<file path="config.mk">
export PLATFORM = sky130hd
export DESIGN_NAME = painel_scroll_ctrl
export DESIGN_NICKNAME = d
export VERILOG_FILES = /design/src/rtl/painel_pkg.sv /design/src/rtl/painel_tick_div.sv /design/src/rtl/painel_scroll_ctrl.sv
export SDC_FILE = /design/constraint.sdc
export NUM_CORES = 1
export LEC_CHECK = 0
export ABC_AREA = 1
export CORE_MARGIN = 2
export CORE_UTILIZATION = 64
export DETAILED_ROUTE_END_ITERATION = 12
export HOLD_SLACK_MARGIN = 0.15
export MAX_ROUTING_LAYER = met4
export PLACE_DENSITY = 0.93
export SETUP_SLACK_MARGIN = 0.15
export SKIP_CTS_REPAIR_TIMING = 1
export SYNTH_ARGS = -nofsm -noshare
export SYNTH_HDL_FRONTEND = slang
export SYNTH_SLANG_ARGS = --single-unit
</file>
<file path="constraint.sdc">
create_clock -name CLK -period 4.8 [get_ports CLK]
set_input_delay 0.48 -clock CLK [delete_from_list [all_inputs] [get_ports CLK]]
set_output_delay 0.48 -clock CLK [all_outputs]
set_load 0.03 [all_outputs]
</file>
<file path="src/rtl/painel_pkg.sv">
// Shared mode codes and sequencer states for the panel scroll controller.
package painel_pkg;

    localparam logic [1:0] MODE_HOLD = 2'b00;
    localparam logic [1:0] MODE_SHL  = 2'b01;
    localparam logic [1:0] MODE_SHR  = 2'b10;
    localparam logic [1:0] MODE_LOAD = 2'b11;

    typedef enum logic [1:0] {
        IDLE,
        LOAD,
        RUN,
        PAUSE
    } state_t;

endpackage

</file>
<file path="src/rtl/painel_tick_div.sv">
// Loadable prescaler: tick while the count sits at zero, then auto-reload.
module painel_tick_div #(
    parameter int CNT_W = 27
) (
    input  logic             CLK,
    input  logic             RST,
    input  logic             reload,
    input  logic [CNT_W-1:0] period,
    output logic             tick
);

    logic [CNT_W-1:0] cnt;

    always_ff @(posedge CLK or posedge RST) begin
        if (RST) begin
            cnt <= '0;
        end else if (reload || cnt == '0) begin
            cnt <= period;
        end else begin
            cnt <= cnt - CNT_W'(1);
        end
    end

    assign tick = (cnt == '0);

endmodule

</file>
<file path="src/rtl/painel_scroll_ctrl.sv">
// Mode sequencer for the circular letter registers: load, paced rotation,
// pause/resume and single-pass scrolling.
module painel_scroll_ctrl
    import painel_pkg::*;
#(
    parameter int DIV_BASE = 12_500_000,
    parameter int WIDTH    = 16,
    parameter int CNT_W    = 27
) (
    input  logic                     CLK,
    input  logic                     RST,
    input  logic                     start,
    input  logic                     stop,
    input  logic                     clear,
    input  logic                     dir,
    input  logic                     single,
    input  logic [1:0]               speed,
    output logic                     ch0,
    output logic                     ch1,
    output logic [$clog2(WIDTH)-1:0] pos,
    output logic                     busy,
    output logic                     done
);

    localparam int PW = $clog2(WIDTH);
    localparam int SW = $clog2(WIDTH + 1);

    state_t           st;
    state_t           st_n;
    logic [1:0]       mode;
    logic [1:0]       mode_n;
    logic [PW-1:0]    pos_n;
    logic [PW-1:0]    pos_inc;
    logic [PW-1:0]    pos_dec;
    logic [SW-1:0]    step;
    logic [SW-1:0]    step_n;
    logic             done_n;
    logic             single_q;
    logic             single_n;
    logic             reload;
    logic             tick;
    logic [CNT_W-1:0] period;

    // Reload value is one less than the period; the zero cycle is the tick.
    assign period = (CNT_W'(DIV_BASE) << speed) - CNT_W'(1);

    assign pos_inc = (pos == PW'(WIDTH - 1)) ? '0 : pos + PW'(1);
    assign pos_dec = (pos == '0) ? PW'(WIDTH - 1) : pos - PW'(1);

    painel_tick_div #(
        .CNT_W(CNT_W)
    ) u_div (
        .CLK   (CLK),
        .RST   (RST),
        .reload(reload),
        .period(period),
        .tick  (tick)
    );

    always_ff @(posedge CLK or posedge RST) begin
        if (RST) begin
            st       <= IDLE;
            mode     <= MODE_HOLD;
            pos      <= '0;
            step     <= '0;
            done     <= 1'b0;
            single_q <= 1'b0;
        end else begin
            st       <= st_n;
            mode     <= mode_n;
            pos      <= pos_n;
            step     <= step_n;
            done     <= done_n;
            single_q <= single_n;
        end
    end

    always_comb begin
        st_n     = st;
        mode_n   = MODE_HOLD;
        pos_n    = pos;
        step_n   = step;
        done_n   = 1'b0;
        single_n = single_q;
        reload   = 1'b0;
        if (clear) begin
            st_n  = IDLE;
            pos_n = '0;
        end else begin
            unique case (st)
                IDLE: begin
                    // Reloading here makes the LOAD cycle the first
                    // cycle of the first shift period.
                    if (start) begin
                        st_n     = LOAD;
                        mode_n   = MODE_LOAD;
                        pos_n    = '0;
                        step_n   = '0;
                        single_n = single;
                        reload   = 1'b1;
                    end
                end
                LOAD: begin
                    st_n = RUN;
                end
                RUN: begin
                    if (stop) begin
                        st_n = PAUSE;
                    end else if (tick) begin
                        mode_n = dir ? MODE_SHR : MODE_SHL;
                        pos_n  = dir ? pos_dec : pos_inc;
                        step_n = step + SW'(1);
                        if (single_q && step_n == SW'(WIDTH)) begin
                            done_n = 1'b1;
                            st_n   = IDLE;
                        end
                    end
                end
                PAUSE: begin
                    if (!stop && start) begin
                        st_n   = RUN;
                        reload = 1'b1;
                    end
                end
            endcase
        end
    end

    assign ch0  = mode[0];
    assign ch1  = mode[1];
    assign busy = (st != IDLE);

endmodule

</file>
==> flow_summary.yaml, run 1 <==
outcome:
  run_status: "finished clean"
clock_network:
  numCtsBuffers: 5
  cts_tree: "done"
  cts.reportedPaths.clkPinSlew_ps: 80
  htree_levels: 2
  insertion_delay_ps: 300
  cts_root_buf: "clkbuf_8"
  numClockSinks: 42
  clockBufferDepth: 2
setup_path:
  worst-path-stages: 4
  rrSetupSlack_ps: 2880
  cp_common_cell: "inv_1"
  critical_path.slowest_cell: "clkdlybuf4s50_1"
  ff2ff_path_depth: 8
  required_ps: 4320
  critPathKind: "reg -> out"
  worstPathCellList: "inv_1, ha_1, inv_1, clkdlybuf4s50_1"
  cp_num_buf_inv: 3
  crit_fanout: 5
  cp_top_family: "buffers and inverters"
  max_stage_delay_ps: 660
  critPathLaunchType: "flop"
  cp.arrival_ps: 1860
  end_kind: "output pin"
drt:
  vias: 2475
  drt-wirelength-per-cell_microns: 13.29
  totalWireLength_mm: 5.886
  drtPass1Iterations: 6
  vias_per_cell: 5.587
  antenna_left: 0
  drt_iter0_markers: 222
  drc: 0
place:
  io_buffers: 16
  place.gp.congestion: 0.9207
  placed_cell_area_sq_um: 2938
  dp_hpwl_mm: 4.327
  dp_slack_ps: 2728
global_routing:
  antenna_found_initial: 0
  grt_pass1_vias: 2315
  grt_busiest_layer: "met2"
  grt_max_degree: 43
  met2_usage_pct: 41.77
  grt_first_pass_wirelength_mm: 10.16
  grt_use_total_pct: 26.53
  use_met1_pct: 34.44
  met3_usage_pct: 5.669
  grt_overflow: 0
power:
  power_mw: 1.295
  power.density_nw_per_um2: 427.6
  p_leak_nw: 1.458
  vdd_drop_max_mv: 0.2942
yosys:
  synth.cells.most_frequent: "124 x nand2_1, 49 x nor2_1, 42 x dfrtp_1"
  synth_largest_area_cell: "dfrtp_1"
  syn_nets: 392
  synth.ff_latch_count: 42
  yosys-top-cells-area: "dfrtp_1 38%, nand2_1 17%, nor2_1 6.7%, ha_1 5.5%, inv_1 4.8%"
  syn_area_sq_um: 2741
  synth_warnings: 0
  synth_edf_count: 0
  synthCells: 371
  synth-main-ff-cell: "dfrtp_1"
  synth_most_common_cell: "nand2_1"
  ys_seq_area_share_pct: 38.34
  synth_area_per_cell_sq_um: 7.389
  synth_top_area_share_pct: 38.34
  async_reset_ff_share_pct: 100.0
  yosysUniqueCellTypes: 28
cells_and_area:
  fill_cells: 272
  layout.nets: 413
  stdcell_area_sq_um: 3029
  antenna_cells: 0
  drive_above_1_share_pct: 9.160
  area_growth_pct: 10.50
timing:
  rsz0062_at_grt: "no"
  tightest_slew_ps: 531.2
  finalWorstSetupSlack_ps: 2460
  setup_viol: 0
  hold_viol_final: 0
  finalCritPeriodShare_pct: 48.75
  slew_headroom_pct: 64.59
  min_period_ps: 2340
  timing.fmax_mhz: 427.3
  slew_viol_final: 0
  final.setup.tns_ps: 0
  skew_ps: 7.024
die:
  die_w_microns: 69.45
  core_sq_um: 4058
  initial_utilization_pct: 67.56
  die_h_microns: 69.45
  fp-row-count: 23
  num_io_pins: 17
  dieArea_sq_um: 4823
worst_hold_path:
  hold_depth: 1
  hp-class: "reg -> reg"
flow_run:
  max-cap-violations: 0
==> power breakdown <==
group	internal (mW)	total [mW]	switching, mW
combinational	0.180	0.480	0.300
clock	0.116	0.239	0.123
sequential	0.464	0.576	0.112
==> flip-flops by register name, indices dropped and copies added (netlist names) <==
signal / cells
st: 2
done: 1
single_q: 1
mode: 2
pos: 4
u_div.cnt: 27
step: 5
==> path summary, 6_finish.rpt <==
| kind | start | endpoint |
|---|---|---|
| worst max-delay path | st[0] | busy |
| worst min-delay path | u_div.cnt[0] | u_div.cnt[0] |
| worst max register to register | st[0] | step[2] |
| worst min register to register | u_div.cnt[0] | u_div.cnt[0] |
| max in group asynchronous | RST | u_div.cnt[9] |
| min in group asynchronous | RST | u_div.cnt[20] |
==> metal layers <==
metal	share of wire [%]	routed length (microns)
met1	45	2669
met2	47	2743
met3	6.6	390
met4	1.4	82
met5	0	0
==> per-stage QoR <==
stage,cells,hold slack (ps),utilization (%)
after floorplan,371,409.1,-
after global placement,435,422.4,72.40
after detailed placement,435,431.8,72.40
after CTS,443,442.9,74.65
after global routing,443,485.9,74.65
final,443,441.4,74.65
==> cells in the final DEF (no fill, tap or decap), drive strengths merged, types with 6 or more instances in the layout <==
cell	instances
xor2	10
o21ai	11
dfrtp	42
inv	35
nor2	61
nand3	30
nand4	13
ha	12
clkbuf	7
clkdlybuf4s50	16
nand2	130
xnor2	6
==> logic make-up after synthesis <==
group / share of synthesized area (%)
AND/OR/NAND/NOR: 39.98
flip-flops: 38.34
buffers and inverters: 6.390
AO/OA/AOI/OAI: 4.290
XOR/XNOR: 5.112
adder cells (fa/ha/maj): 5.477
multiplexers: 0.4107
==> layout make-up <==
cell class | instances | area, sq um | area share, %
multi-input combinational | 289 | 1515 | 50.02
sequential | 42 | 1051 | 34.70
timing repair buffer | 17 | 167.7 | 5.535
inverter | 37 | 141.4 | 4.667
clock buffer | 7 | 86.33 | 2.850
tap | 50 | 62.56 | 2.065
clock inverter | 1 | 5.005 | 0.1652
No activity file was read; power rests on OpenSTA's default activity.
==> run 2: changes to the inputs <==
- CORE_UTILIZATION: 64 -> 54
- PLACE_DENSITY: 0.93 -> 0.84
- clock period: 4.8 -> 2.1 ns (I/O delays scaled with it)
==> run 2 against run 1 <==
Net effect: global-route usage shrank 2.2 points; critical path type is now reg -> reg; largest cell class unchanged; setup slack lost 2200 ps; register-to-register slack lost 2600 ps; flip-flop and latch count is the same; sequential share of layout area shrank 0.67 points.
==> flow_summary.yaml, run 2 (synthesis results as in run 1) <==
drt:
  drt_iter0_markers: 187
  vias_per_cell: 5.218
  drt-wirelength-per-cell_microns: 12.61
  antenna_left: 0
  drc: 0
  drtPass1Iterations: 5
  vias: 2416
  totalWireLength_mm: 5.838
power:
  power_mw: 2.969
  vdd_drop_max_mv: 0.6061
  p_leak_nw: 1.484
  power.density_nw_per_um2: 961.1
timing:
  slew_headroom_pct: 78.34
  tightest_slew_ps: 323.9
  hold_slack_ps: 234.9
  hold_viol_final: 0
  finalCritPeriodShare_pct: 86.80
  slew_viol_final: 0
  final.setup.tns_ps: 0
  setup_viol: 0
  min_period_ps: 1823
  finalWorstSetupSlack_ps: 277.3
  rsz0062_at_grt: "no"
  timing.fmax_mhz: 548.6
  skew_ps: 6.034
die:
  num_io_pins: 17
  core_sq_um: 4817
  fp-row-count: 25
  dieArea_sq_um: 5663
  die_h_microns: 75.25
  initial_utilization_pct: 56.91
  die_w_microns: 75.25
place:
  dp_slack_ps: 255.9
  place.gp.congestion: 0.9892
  io_buffers: 16
  dp_hpwl_mm: 4.387
  placed_cell_area_sq_um: 2979
  dp.cells: 453
cells_and_area:
  layout.nets: 416
  fill_cells: 443
  final_common_cell: "nand2_1"
  drive_above_1_share_pct: 10.35
  antenna_cells: 0
  stdcell_count: 463
  area_growth_pct: 12.69
  stdcell_area_sq_um: 3089
  largest_reg_flops: 27
  register_area_sq_um: 1051
  multi_input_area_sq_um: 1518
  top_register: "u_div.cnt"
  reg_top3: "u_div.cnt x27, step x5, pos x4"
  most-common-layout-cells: "124 x nand2_1, 49 x nor2_1, 42 x dfrtp_1"
  final_util_pct: 64.13
setup_path:
  required_ps: 2300
  crit_start: "st[0]"
  critPathKind: "reg -> reg"
  end_kind: "flop"
  cp.arrival_ps: 2020
  critPathLaunchType: "flop"
  crit_fanout: 7
  r2r_start: "st[0]"
global_routing:
  grt_first_pass_wirelength_mm: 10.07
  antenna_found_initial: 0
  grt_overflow: 0
  grt_use_total_pct: 24.28
  grt_max_degree: 43
  grt_pass1_vias: 2202
clock_network:
  numCtsBuffers: 5
  cts_tree: "done"
  cts.reportedPaths.clkPinSlew_ps: 80
  clockBufferDepth: 2
  cts_root_buf: "clkbuf_8"
  htree_levels: 2
  insertion_delay_ps: 310
  numClockSinks: 42
worst_hold_path:
  hp-class: "in -> async"
outcome:
  run_status: "finished clean"
flow_run:
  max-cap-violations: 0
## run 2: path summary, 6_finish.rpt
| check | endpoint | slack (ps) | cells past startpoint |
|---|---|---|---|
| setup / recovery | mode[1] | 280 | 8 |
| hold reg to reg | u_div.cnt[0] | 440 | 1 |
| min in group CLK | u_div.cnt[0] | 440 | 1 |
| setup reg to reg | mode[1] | 280 | 8 |
| hold / removal | step[2] | 230 | 3 |
| max in group asynchronous | pos[3] | 1670 | 3 |
## run 2: power breakdown
| group | leakage (nW) | switching [mW] | internal, mW |
|---|---|---|---|
| registers | 0.519 | 0.260 | 1.06 |
| logic | 0.921 | 0.686 | 0.431 |
| clock network | 0.0441 | 0.297 | 0.233 |
| total | 1.48 | 1.24 | 1.73 |
## run 2: critical path: stages (launching register included)
cell     delay, ps
dfrtp_1        450
inv_1          140
ha_2           250
inv_1          110
nor2_4         170
inv_1          100
nor2_1         130
inv_1           80
o31ai_1        280
## run 2: layer usage
metal | GRT usage, % | part of all wire, % | vias to the layer above
met2 | 33.63 | 43 | 90
met3 | 5.087 | 6.3 | 13
li1 | - | - | 1223
met4 | 8.187 | 2.0 | 0
met5 | - | 0 | -
met1 | 35.38 | 48 | 1090
## run 2: cell type report
class,count,area share (%)
inverter,37,4.577
clock inverter,3,0.6885
multi-input combinational,289,49.13
sequential,42,34.02
clock buffer,5,2.228
timing repair buffer,20,6.642
tap,67,2.714
